## src/rtl/register_file.sv

```systemverilog
// Multi-ported register file: three combinational read ports, two synchronous write ports.
// Port 2 has priority when both ports write the same register in one cycle.
module register_file #(
    parameter int unsigned DATA_WIDTH = 16,
    parameter int unsigned ADDR_WIDTH = 2
) (
    input  logic                  clock,
    input  logic                  reset,
    input  logic [ADDR_WIDTH-1:0] rd1,
    input  logic [ADDR_WIDTH-1:0] rd2,
    input  logic [ADDR_WIDTH-1:0] rd3,
    input  logic [ADDR_WIDTH-1:0] wr1,
    input  logic [ADDR_WIDTH-1:0] wr2,
    input  logic [DATA_WIDTH-1:0] wr1_data,
    input  logic [DATA_WIDTH-1:0] wr2_data,
    input  logic                  wr1_enable,
    input  logic                  wr2_enable,
    output logic [DATA_WIDTH-1:0] rd1_data,
    output logic [DATA_WIDTH-1:0] rd2_data,
    output logic [DATA_WIDTH-1:0] rd3_data
);

    localparam int unsigned NumRegs = 2 ** ADDR_WIDTH;

    logic [DATA_WIDTH-1:0] regs_q [NumRegs];
    logic [DATA_WIDTH-1:0] regs_d [NumRegs];

    // Port 2 is applied last so it overrides port 1 on an address collision.
    always_comb begin
        regs_d = regs_q;
        if (wr1_enable) begin
            regs_d[wr1] = wr1_data;
        end
        if (wr2_enable) begin
            regs_d[wr2] = wr2_data;
        end
    end

    always_ff @(posedge clock or posedge reset) begin
        if (reset) begin
            for (int i = 0; i < NumRegs; i++) begin
                regs_q[i] <= '0;
            end
        end else begin
            regs_q <= regs_d;
        end
    end

    // No write-through bypass: reads see the stored value only.
    assign rd1_data = regs_q[rd1];
    assign rd2_data = regs_q[rd2];
    assign rd3_data = regs_q[rd3];

endmodule

```

## config.mk

```make
export PLATFORM = sky130hd
export DESIGN_NAME = register_file
export DESIGN_NICKNAME = d
export VERILOG_FILES = /design/src/rtl/register_file.sv
export SDC_FILE = /design/constraint.sdc
export NUM_CORES = 1
export LEC_CHECK = 0
export CORE_ASPECT_RATIO = 0.5
export CORE_MARGIN = 2
export CORE_UTILIZATION = 46
export CTS_CLUSTER_SIZE = 10
export DETAILED_ROUTE_END_ITERATION = 8
export GPL_TIMING_DRIVEN = 0
export PLACE_DENSITY = 0.85
export RECOVER_POWER = 100
export SLEW_MARGIN = 10
export SYNTH_ARGS = -nofsm -noshare
export SYNTH_HDL_FRONTEND = slang
export SYNTH_SLANG_ARGS = --single-unit
```

## constraint.sdc

```tcl
create_clock -name clock -period 2.1 [get_ports clock]
set_input_delay 0.42 -clock clock [delete_from_list [all_inputs] [get_ports clock]]
set_output_delay 0.42 -clock clock [all_outputs]
set_load 0.01 [all_outputs]
```

==> flow_summary.yaml, run 1 <==
timing:
  timing.final.crit_share_pct: 95.8
  setup_tns_ns: 0
  tightest_slew_ns: 1.32
  relSlewSlack_pct: 11.8
  skew_ns: 0
  fmax_mhz: 497
  finalHoldViolCount: 0
  slew_violations: 0
  period_needed_ns: 2.01
  setup-violations-final: 0
  rsz0062_at_grt: "no"
min_path:
  hold_class: "in -> reg"
die:
  row_count: 24
  die_w_um: 138
  core_area_mm2: 0.00871
  die_h_um: 71.0
  dieArea_mm2: 0.00980
  io_pins: 94
  start_util_pct: 47.4
critical_path:
  crit_type: "in -> reg"
  cp-start-kind: "input pin"
  required_ns: 2.29
  cp_max_fo: 10
  critPathCaptureType: "flip-flop"
  worstPathArrival_ns: 2.20
logic_synthesis:
  synthCells: 421
  avgSynthCellArea_um2: 9.81
  ys_seq_area_share_pct: 38.8
  ys_seq_elements: 64
  synth_area_leaders: "dfrtp_1 (39%), mux4_2 (26%), nand2_1 (12%), a31oi_1 (9.7%), nor2_1 (5.8%)"
  synth_warnings: 0
  yosys.area.top_type: "dfrtp_1"
  synth_top_cell_area_share_pct: 38.8
  synth.distinct_cells: 17
  synth_area_mm2: 0.00413
  synth_nets: 467
detailed_routing:
  via_per_inst: 6.54
  vias: 4172
  drt_iter0_markers: 768
  drc: 0
  wire_per_inst_um: 21.7
  firstDrtPassIters: 6
  drtAntennaViolNets: 0
  wl_um: 13900
global_route:
  overflow: 0
  grt_start_max_net_pins: 65
  antenna_found_initial: 0
  grt_pass1_vias: 4108
  grt_pass1_wl_um: 21600
  grt_use_total_pct: 28.9
power_and_ir_drop:
  finalPower_mw: 4.55
  p_leak_nw: 2.32
  ir_drop_uv: 502
  p_per_area_mw_per_mm2: 838
placed_design:
  port_buffers: 84
  gp_congestion: 0.955
  dp_hpwl_um: 9490
clock_network:
  clock_latency_ns: 0.33
  cts_buffer_depth: 2
  clock_sink_count: 64
  clk_pin_slew_worst_paths_ns: 0.05
  tritoncts: "yes"
  h-tree-depth: 3
  cts_made_buffers: 9
  root_buffer: "clkbuf_16"
cells_and_area:
  num_antenna_cells: 0
  largest_reg_flops: 64
  layout_common_cells: "nand2_1 (128), nor2_1 (64), a31oi_1 (64), dfrtp_1 (64)"
  drive_above_1_share_pct: 18.2
  area_growth_syn_to_layout_pct: 31.6
  largest_registers: "regs_q x64"
  final_common_cell: "nand2_1"
  layout.nets: 562
  largest_register: "regs_q"
outcome:
  status: "completed"
flow_run:
  maxCapViolations: 0
-- critical path, stage by stage --
cell           delay [ns]
dlygate4sd3_1        0.58
or3b_1               0.40
clkbuf_1             0.17
clkbuf_1             0.31
nor2_1               0.24
a31oi_1              0.08
-- synth_stat cells --
library cell,instances
nand2_1,128
inv_1,1
buf_2,18
buf_6,3
clkbuf_2,2
dfrtp_1,64
nand3b_1,4
a31oi_1,64
or3b_1,2
and3b_1,2
clkbuf_1,10
mux4_2,48
and3_1,1
nor3b_4,1
buf_4,7
nor2_1,64
nand3_1,2
-- stage by stage --
| step | util [%] | instances | area [µm²] | hold slack, ns | setup WS [ns] |
|---|---|---|---|---|---|
| floorplan | - | 421 | 4130 | 0.526 | 0.0819 |
| global placement | 58.8 | 622 | 5120 | 0.549 | -1.05 |
| detailed placement | 58.8 | 622 | 5120 | 0.566 | -0.372 |
| CTS | 62.6 | 638 | 5450 | 0.444 | 0.103 |
| global route | 62.4 | 638 | 5440 | 0.478 | 0.0556 |
| finish | 62.4 | 638 | 5440 | 0.453 | 0.0873 |
-- final cells by class --
type | count | area, µm²
fill | 671 | 3270
sequential | 64 | 1600
clock inverter | 5 | 55.1
clock buffer | 11 | 253
inverter | 1 | 3.75
multi-input combinational | 316 | 2300
tap | 117 | 146
timing repair buffer | 84 | 781
buffer | 40 | 294
-- worst paths after layout --
path / cells past startpoint / slack [ns] / from / to
worst max-delay path: 6 / 0.09 / wr2[1] / regs_q[53]
worst min-delay path: 4 / 0.45 / wr1[0] / regs_q[55]
worst max register to register: 2 / 1.26 / regs_q[45] / regs_q[45]
worst min register to register: 2 / 0.57 / regs_q[28] / regs_q[28]
max in group asynchronous: 2 / 0.38 / reset / regs_q[36]
min in group asynchronous: 2 / 0.91 / reset / regs_q[3]
-- where the power goes --
group          internal, mW  switching [mW]  total (mW)
Clock                 0.978           0.546        1.52
Combinational         0.736           0.612        1.35
Sequential             1.45           0.228        1.68
-- cells by family (layout without fill, tap and decap cells) --
logic type / Yosys count / count (layout) / share of synthesized area [%]
compound gates: 64 / 64 / 9.69
buf+inv: 41 / 141 / 5.51
simple gates: 204 / 204 / 19.9
flops: 64 / 64 / 38.8
mux: 48 / 48 / 26.2
-- metal layers --
metal  vias up  share of wire [%]  GRT usage (%)
met4         0                4.6           16.0
met1      2005                 35           35.9
met5         -                  0              0
met2       366                 48           46.8
met3        86                 13           8.12
li1       1715                  -              -
-- what timing repair did --
action	in CTS	in global routing
hold endpoints to repair	0	0
setup endpoints to repair	48	0
resized for setup	71	0
buffers inserted	0	0
hold buffers	0	0
Power figures use the tool's default switching activity.
==> inputs of run 2 (changes only) <==
--- a/config.mk
+++ b/config.mk
@@ -13,7 +13,6 @@
 export GPL_TIMING_DRIVEN = 0
 export PLACE_DENSITY = 0.85
 export RECOVER_POWER = 100
-export SLEW_MARGIN = 10
 export SYNTH_ARGS = -nofsm -noshare
 export SYNTH_HDL_FRONTEND = slang
 export SYNTH_SLANG_ARGS = --single-unit
==> run 2 against run 1 <==
Global-route usage rose by 2.1 points. Combinational power barely moved. Cell count rose by 0.16%. Clock power rose by 7%. Wire length rose by 5.8%. Core utilization rose by 0.42 points. Clock skew did not move. Non-clock buffer count rose by 1. Design area rose by 0.67%. Critical path type is now in -> out. Critical endpoint is now rd3_data[12]. Largest cell class unchanged.
==> flow_summary.yaml, run 2 (synthesis results as in run 1) <==
clock_network:
  root_buffer: "clkbuf_16"
  clock_latency_ns: 0.33
  clk_pin_slew_worst_paths_ns: 0.05
  cts_buffer_depth: 2
  tritoncts: "yes"
  cts_setup_buffers: 0
  clock_sink_count: 64
  cts_hold_buf: 0
  cts_made_buffers: 9
  h-tree-depth: 3
detailed_routing:
  via_per_inst: 6.63
  drtAntennaViolNets: 0
  drt_iter0_markers: 795
  firstDrtPassIters: 6
  wl_um: 14700
  wire_per_inst_um: 22.9
  drc: 0
  vias: 4237
critical_path:
  required_ns: 1.68
  crit_path_end: "rd3_data[12]"
  critPathCaptureType: "output pin"
  regToRegEndpoint: "regs_q[21]"
  crit_type: "in -> out"
  cp-startpoint: "rd3[0]"
  timing.reg2reg.setup_slack_ns: 1.26
  cp_max_fo: 10
  cp-start-kind: "input pin"
  r2r_start: "regs_q[21]"
  worstPathArrival_ns: 1.60
  worstRegToRegCells: 2
min_path:
  hold_class: "in -> reg"
  min_from: "wr1[0]"
global_route:
  use_met3_pct: 9.07
  grt_pass1_wl_um: 23100
  use_met1_pct: 38.8
  antenna_found_initial: 0
  grt_pass1_vias: 4228
  overflow: 0
  grt_start_max_net_pins: 43
  globalRouteMet2Util_pct: 49.5
  grt_use_total_pct: 30.9
  grt-busiest-layer: "met2"
power_and_ir_drop:
  p_int_mw: 3.26
  ir_drop_uv: 510
  clkPwrFrac_pct: 34.7
  switching_share_pct: 30.2
  pwr-share-comb_pct: 29.2
  p_per_area_mw_per_mm2: 853
  power_switching_mw: 1.41
  p_leak_nw: 2.34
  power_frac_seq_pct: 36.1
timing:
  skew_ns: 0
  layout_setup_ws_ns: 0.0842
  fmax_mhz: 496
  fin_hold_ws_ns: 0.459
  period_needed_ns: 2.02
  finalHoldViolCount: 0
  rsz0062_at_grt: "no"
  tightest_slew_ns: 0.930
  setup-violations-final: 0
  slew_violations: 0
  timing.final.crit_share_pct: 96.0
  relSlewSlack_pct: 38.0
placed_design:
  gp_congestion: 0.955
  place_ws_ns: -0.339
  dp_hpwl_um: 9610
  dp_cells: 623
  port_buffers: 84
  dpl_cell_area_mm2: 0.00514
cells_and_area:
  largest_register: "regs_q"
  largest_registers: "regs_q x64"
  num_antenna_cells: 0
  design_area_mm2: 0.00547
  fin_cells: 639
  area_growth_syn_to_layout_pct: 32.5
  largest_reg_flops: 64
  fillerInstances: 656
  final_common_cell: "nand2_1"
  layout.nets: 563
  drive_above_1_share_pct: 18.2
  layout_common_cells: "nand2_1 (128), nor2_1 (64), a31oi_1 (64), dfrtp_1 (64)"
die:
  dieArea_mm2: 0.00980
  start_util_pct: 47.4
  die_h_um: 71.0
  row_count: 24
  io_pins: 94
  die_w_um: 138
  core_area_mm2: 0.00871
outcome:
  status: "completed"
flow_run:
  maxCapViolations: 0
==> run 2: changes by cell type in the layout (fill, tap and decap cells not counted) <==
cell / before / now
buf_12: 2 / 3
bufinv_16: 1 / 2
clkinv_2: 2 / 3
inv_2: 1 / 0
buf_4: 6 / 7
inv_1: 0 / 1
clkinvlp_4: 2 / 1
buf_2: 8 / 7
clkbuf_8: 2 / 1
==> run 2: layout make-up <==
type	count	area, µm²	share of cell area [%]
Buffer	40	297	5.42
Clock inverter	6	82.6	1.51
Clock buffer	10	239	4.37
Multi-Input combinational cell	316	2300	42.1
Timing Repair Buffer	85	801	14.6
Sequential cell	64	1600	29.3
Tap cell	117	146	2.67
Inverter	1	3.75	0.0686
==> run 2: through the flow <==
| stage | util, % | total power, mW | TNS [ns] |
|---|---|---|---|
| finish | 62.8 | 4.67 | 0 |
| global route | 62.8 | 4.84 | 0 |
| CTS | 63.0 | 4.63 | 0 |
| detailed placement | 59.0 | 3.17 | -9.97 |
| global placement | 58.8 | 3.10 | -76.70 |
| floorplan | - | 2.43 | 0 |
==> run 2: repair_timing <==
action,in CTS,in global routing
gates resized for setup,72,0
setup endpoints to repair,48,0
hold endpoints to repair,0,0
==> run 2: worst min-delay path by stage <==
stage          slack [ns]  depth (start not counted)    endpoint
2_1_floorplan        0.53                          2  regs_q[31]
3_3_place_gp         0.55                          2  regs_q[15]
3_5_place_dp         0.57                          2  regs_q[28]
4_1_cts              0.45                          2  regs_q[50]
5_1_grt              0.48                          4  regs_q[55]
6_report             0.46                          4  regs_q[52]
==> run 2: critical path, stage by stage <==
cell and delay (ns):
buf_6 0.14, buf_6 0.21, mux4_2 0.52, dlygate4sd2_1 0.30
==> run 2: power groups by stage <==
stage	Clock (mW)	Sequential, mW	Combinational [mW]
global placement	0	1.66	1.44
global route	1.68	1.71	1.44
detailed placement	0	1.69	1.48
CTS	1.61	1.67	1.35
finish	1.62	1.69	1.36
floorplan	0	1.61	0.825
==> run 2: per-layer routing <==
metal	up-vias	wire length (µm)
met5	-	0
met2	394	6940
met1	2032	5150
li1	1713	-
met4	0	800
met3	98	1770
==> inputs of run 3 (changes only) <==
--- a/config.mk
+++ b/config.mk
@@ -6,7 +6,6 @@
 export NUM_CORES = 1
 export LEC_CHECK = 0
 export CORE_ASPECT_RATIO = 0.5
-export CORE_MARGIN = 2
 export CORE_UTILIZATION = 46
 export CTS_CLUSTER_SIZE = 10
 export DETAILED_ROUTE_END_ITERATION = 8
==> run 3 against run 2 <==
The run now ends with DRC left. Critical endpoint is now rd3_data[14]. Die area fell by 4.2%. Largest power group unchanged. Core utilization fell by 0.26 points. Wire length fell by 3.3%.
==> flow_summary.yaml, run 3 (synthesis results as in run 1) <==
timing:
  relSlewSlack_pct: 41.8
  skew_ns: 0
  fmax_mhz: 496
  fin_hold_ws_ns: 0.442
  tightest_slew_ns: 0.872
  setup-violations-final: 0
  layout_setup_ws_ns: 0.0852
  period_needed_ns: 2.01
  finalHoldViolCount: 0
  rsz0062_at_grt: "no"
  slew_violations: 0
  timing.final.crit_share_pct: 95.9
cells_and_area:
  num_antenna_cells: 0
  layout.nets: 563
  final_common_cell: "nand2_1"
  utilization_pct: 62.6
  largest_reg_flops: 64
  largest_registers: "regs_q x64"
  layout_common_cells: "nand2_1 (128), nor2_1 (64), a31oi_1 (64), dfrtp_1 (64), mux4_2 (48)"
  design_area_mm2: 0.00545
  drive_above_1_share_pct: 18.4
  area_growth_syn_to_layout_pct: 31.9
  largest_register: "regs_q"
placed_design:
  port_buffers: 84
  place_ws_ns: -0.345
  dp_hpwl_um: 9440
  dpl_cell_area_mm2: 0.00514
  gp_congestion: 0.918
outcome:
  violations: "DRC"
  status: "finished with violations"
detailed_routing:
  firstDrtPassIters: 9
  wl_met2_um: 6650
  drtAntennaViolNets: 0
  met3_length_um: 1860
  vias: 4226
  wl_met1_um: 5000
  dr.max_layer_used: "met4"
  wl_um: 14200
  drc: 2
  drt_iter0_markers: 851
  wire_per_inst_um: 22.2
  via_per_inst: 6.61
power_and_ir_drop:
  p_leak_nw: 2.33
  pwr-share-comb_pct: 29.5
  p_per_area_mw_per_mm2: 843
  switching_share_pct: 30.8
  clkPwrFrac_pct: 33.7
  p_int_mw: 3.18
  power_switching_mw: 1.41
  power_frac_seq_pct: 36.8
  ir_drop_uv: 496
  finalPower_mw: 4.59
min_path:
  hold_class: "in -> reg"
  min_path_cells: 4
  min_from: "wr1[0]"
  min_to: "regs_q[52]"
critical_path:
  cp_common_cell: "buf_6"
  cp-start-kind: "input pin"
  cp_max_fo: 10
  path_cells: "buf_6, buf_6, mux4_2, dlygate4sd2_1"
  cp_top_family: "buffers and inverters"
  cpPeakStageDelay_ns: 0.52
  worstPathArrival_ns: 1.59
  cp_slowest_cell: "mux4_2"
  critPathBufInv: 3
  regToRegEndpoint: "regs_q[40]"
  required_ns: 1.68
  timing.reg2reg.setup_slack_ns: 1.30
  worstRegToRegCells: 2
  critPathCaptureType: "output pin"
  r2r_start: "regs_q[40]"
  crit_type: "in -> out"
clock_network:
  clock_latency_ns: 0.33
  cts_setup_buffers: 0
  cts_hold_buf: 0
  clock_sink_count: 64
  cts_made_buffers: 9
  h-tree-depth: 3
  clk_pin_slew_worst_paths_ns: 0.05
  cts_buffer_depth: 2
  tritoncts: "yes"
  root_buffer: "clkbuf_16"
die:
  die_w_um: 136
  start_util_pct: 47.4
  row_count: 24
  io_pins: 94
  core_area_mm2: 0.00871
  die_h_um: 69.0
  dieArea_mm2: 0.00939
global_route:
  overflow: 0
  grt_pass1_wl_um: 21800
  grt_use_total_pct: 31.4
  antenna_found_initial: 0
  grt_pass1_vias: 4093
  grt_start_max_net_pins: 41
flow_run:
  maxCapViolations: 0
==> run 3: cell types whose count changed in the layout (fill, tap and decap cells not counted), sizes merged <==
cell           delta
clkinv            -2
dlygate4sd2       -1
clkdlybuf4s25     +1
clkbuf            +2
bufinv            -1
inv               +1
==> run 3: per-layer routing <==
metal	GRT usage, %	up-vias
met4	16.8	0
met1	40.5	2005
met5	0	-
met2	47.5	395
met3	9.71	109
li1	-	1717
==> run 3: worst register-to-register path: cells and delay by family (launching register included) <==
family,cells,cell delay (ns)
flip-flops,1,0.41
AND/OR/NAND/NOR,1,0.11
AO/OA/AOI/OAI,1,0.11
==> run 3: cell type report <==
cell class | instances | area, µm²
fill | 661 | 3260
multi-input combinational | 316 | 2300
sequential | 64 | 1600
timing repair buffer | 85 | 802
buffer | 40 | 287
clock buffer | 12 | 256
tap | 117 | 146
clock inverter | 4 | 51.3
inverter | 1 | 3.75
==> run 3: power by group through the flow <==
stage / Clock [mW] / Sequential [mW] / Combinational (mW)
floorplan: 0 / 1.61 / 0.825
global placement: 0 / 1.66 / 1.43
detailed placement: 0 / 1.69 / 1.47
CTS: 1.53 / 1.67 / 1.34
global route: 1.58 / 1.71 / 1.43
finish: 1.55 / 1.69 / 1.35
==> run 3: worst max-delay path by stage <==
stage | slack (ns) | end | startpoint | cells after the start
3_5_place_dp | -0.34 | rd1_data[11] | rd1[0] | 4
4_1_cts | 0.002 | rd2_data[6] | regs_q[6] | 2
3_3_place_gp | -1.02 | regs_q[22] | reset | 2
5_1_grt | 0.06 | rd3_data[14] | rd3[0] | 4
6_report | 0.09 | rd3_data[14] | rd3[0] | 4
2_1_floorplan | 0.08 | regs_q[0] | reset | 1
==> run 3: what timing repair did <==
| action | CTS | global route |
|---|---|---|
| cloned | 0 | 0 |
| gates resized for setup | 70 | 1 |
| endpoints found under the setup margin | 48 | 1 |
==> run 3: per-stage QoR <==
stage | setup TNS (ns) | instances
6_report | 0 | 639
5_1_grt | 0 | 639
4_1_cts | 0 | 639
3_5_place_dp | -9.98 | 623
3_3_place_gp | -74.36 | 622
2_1_floorplan | 0 | 421
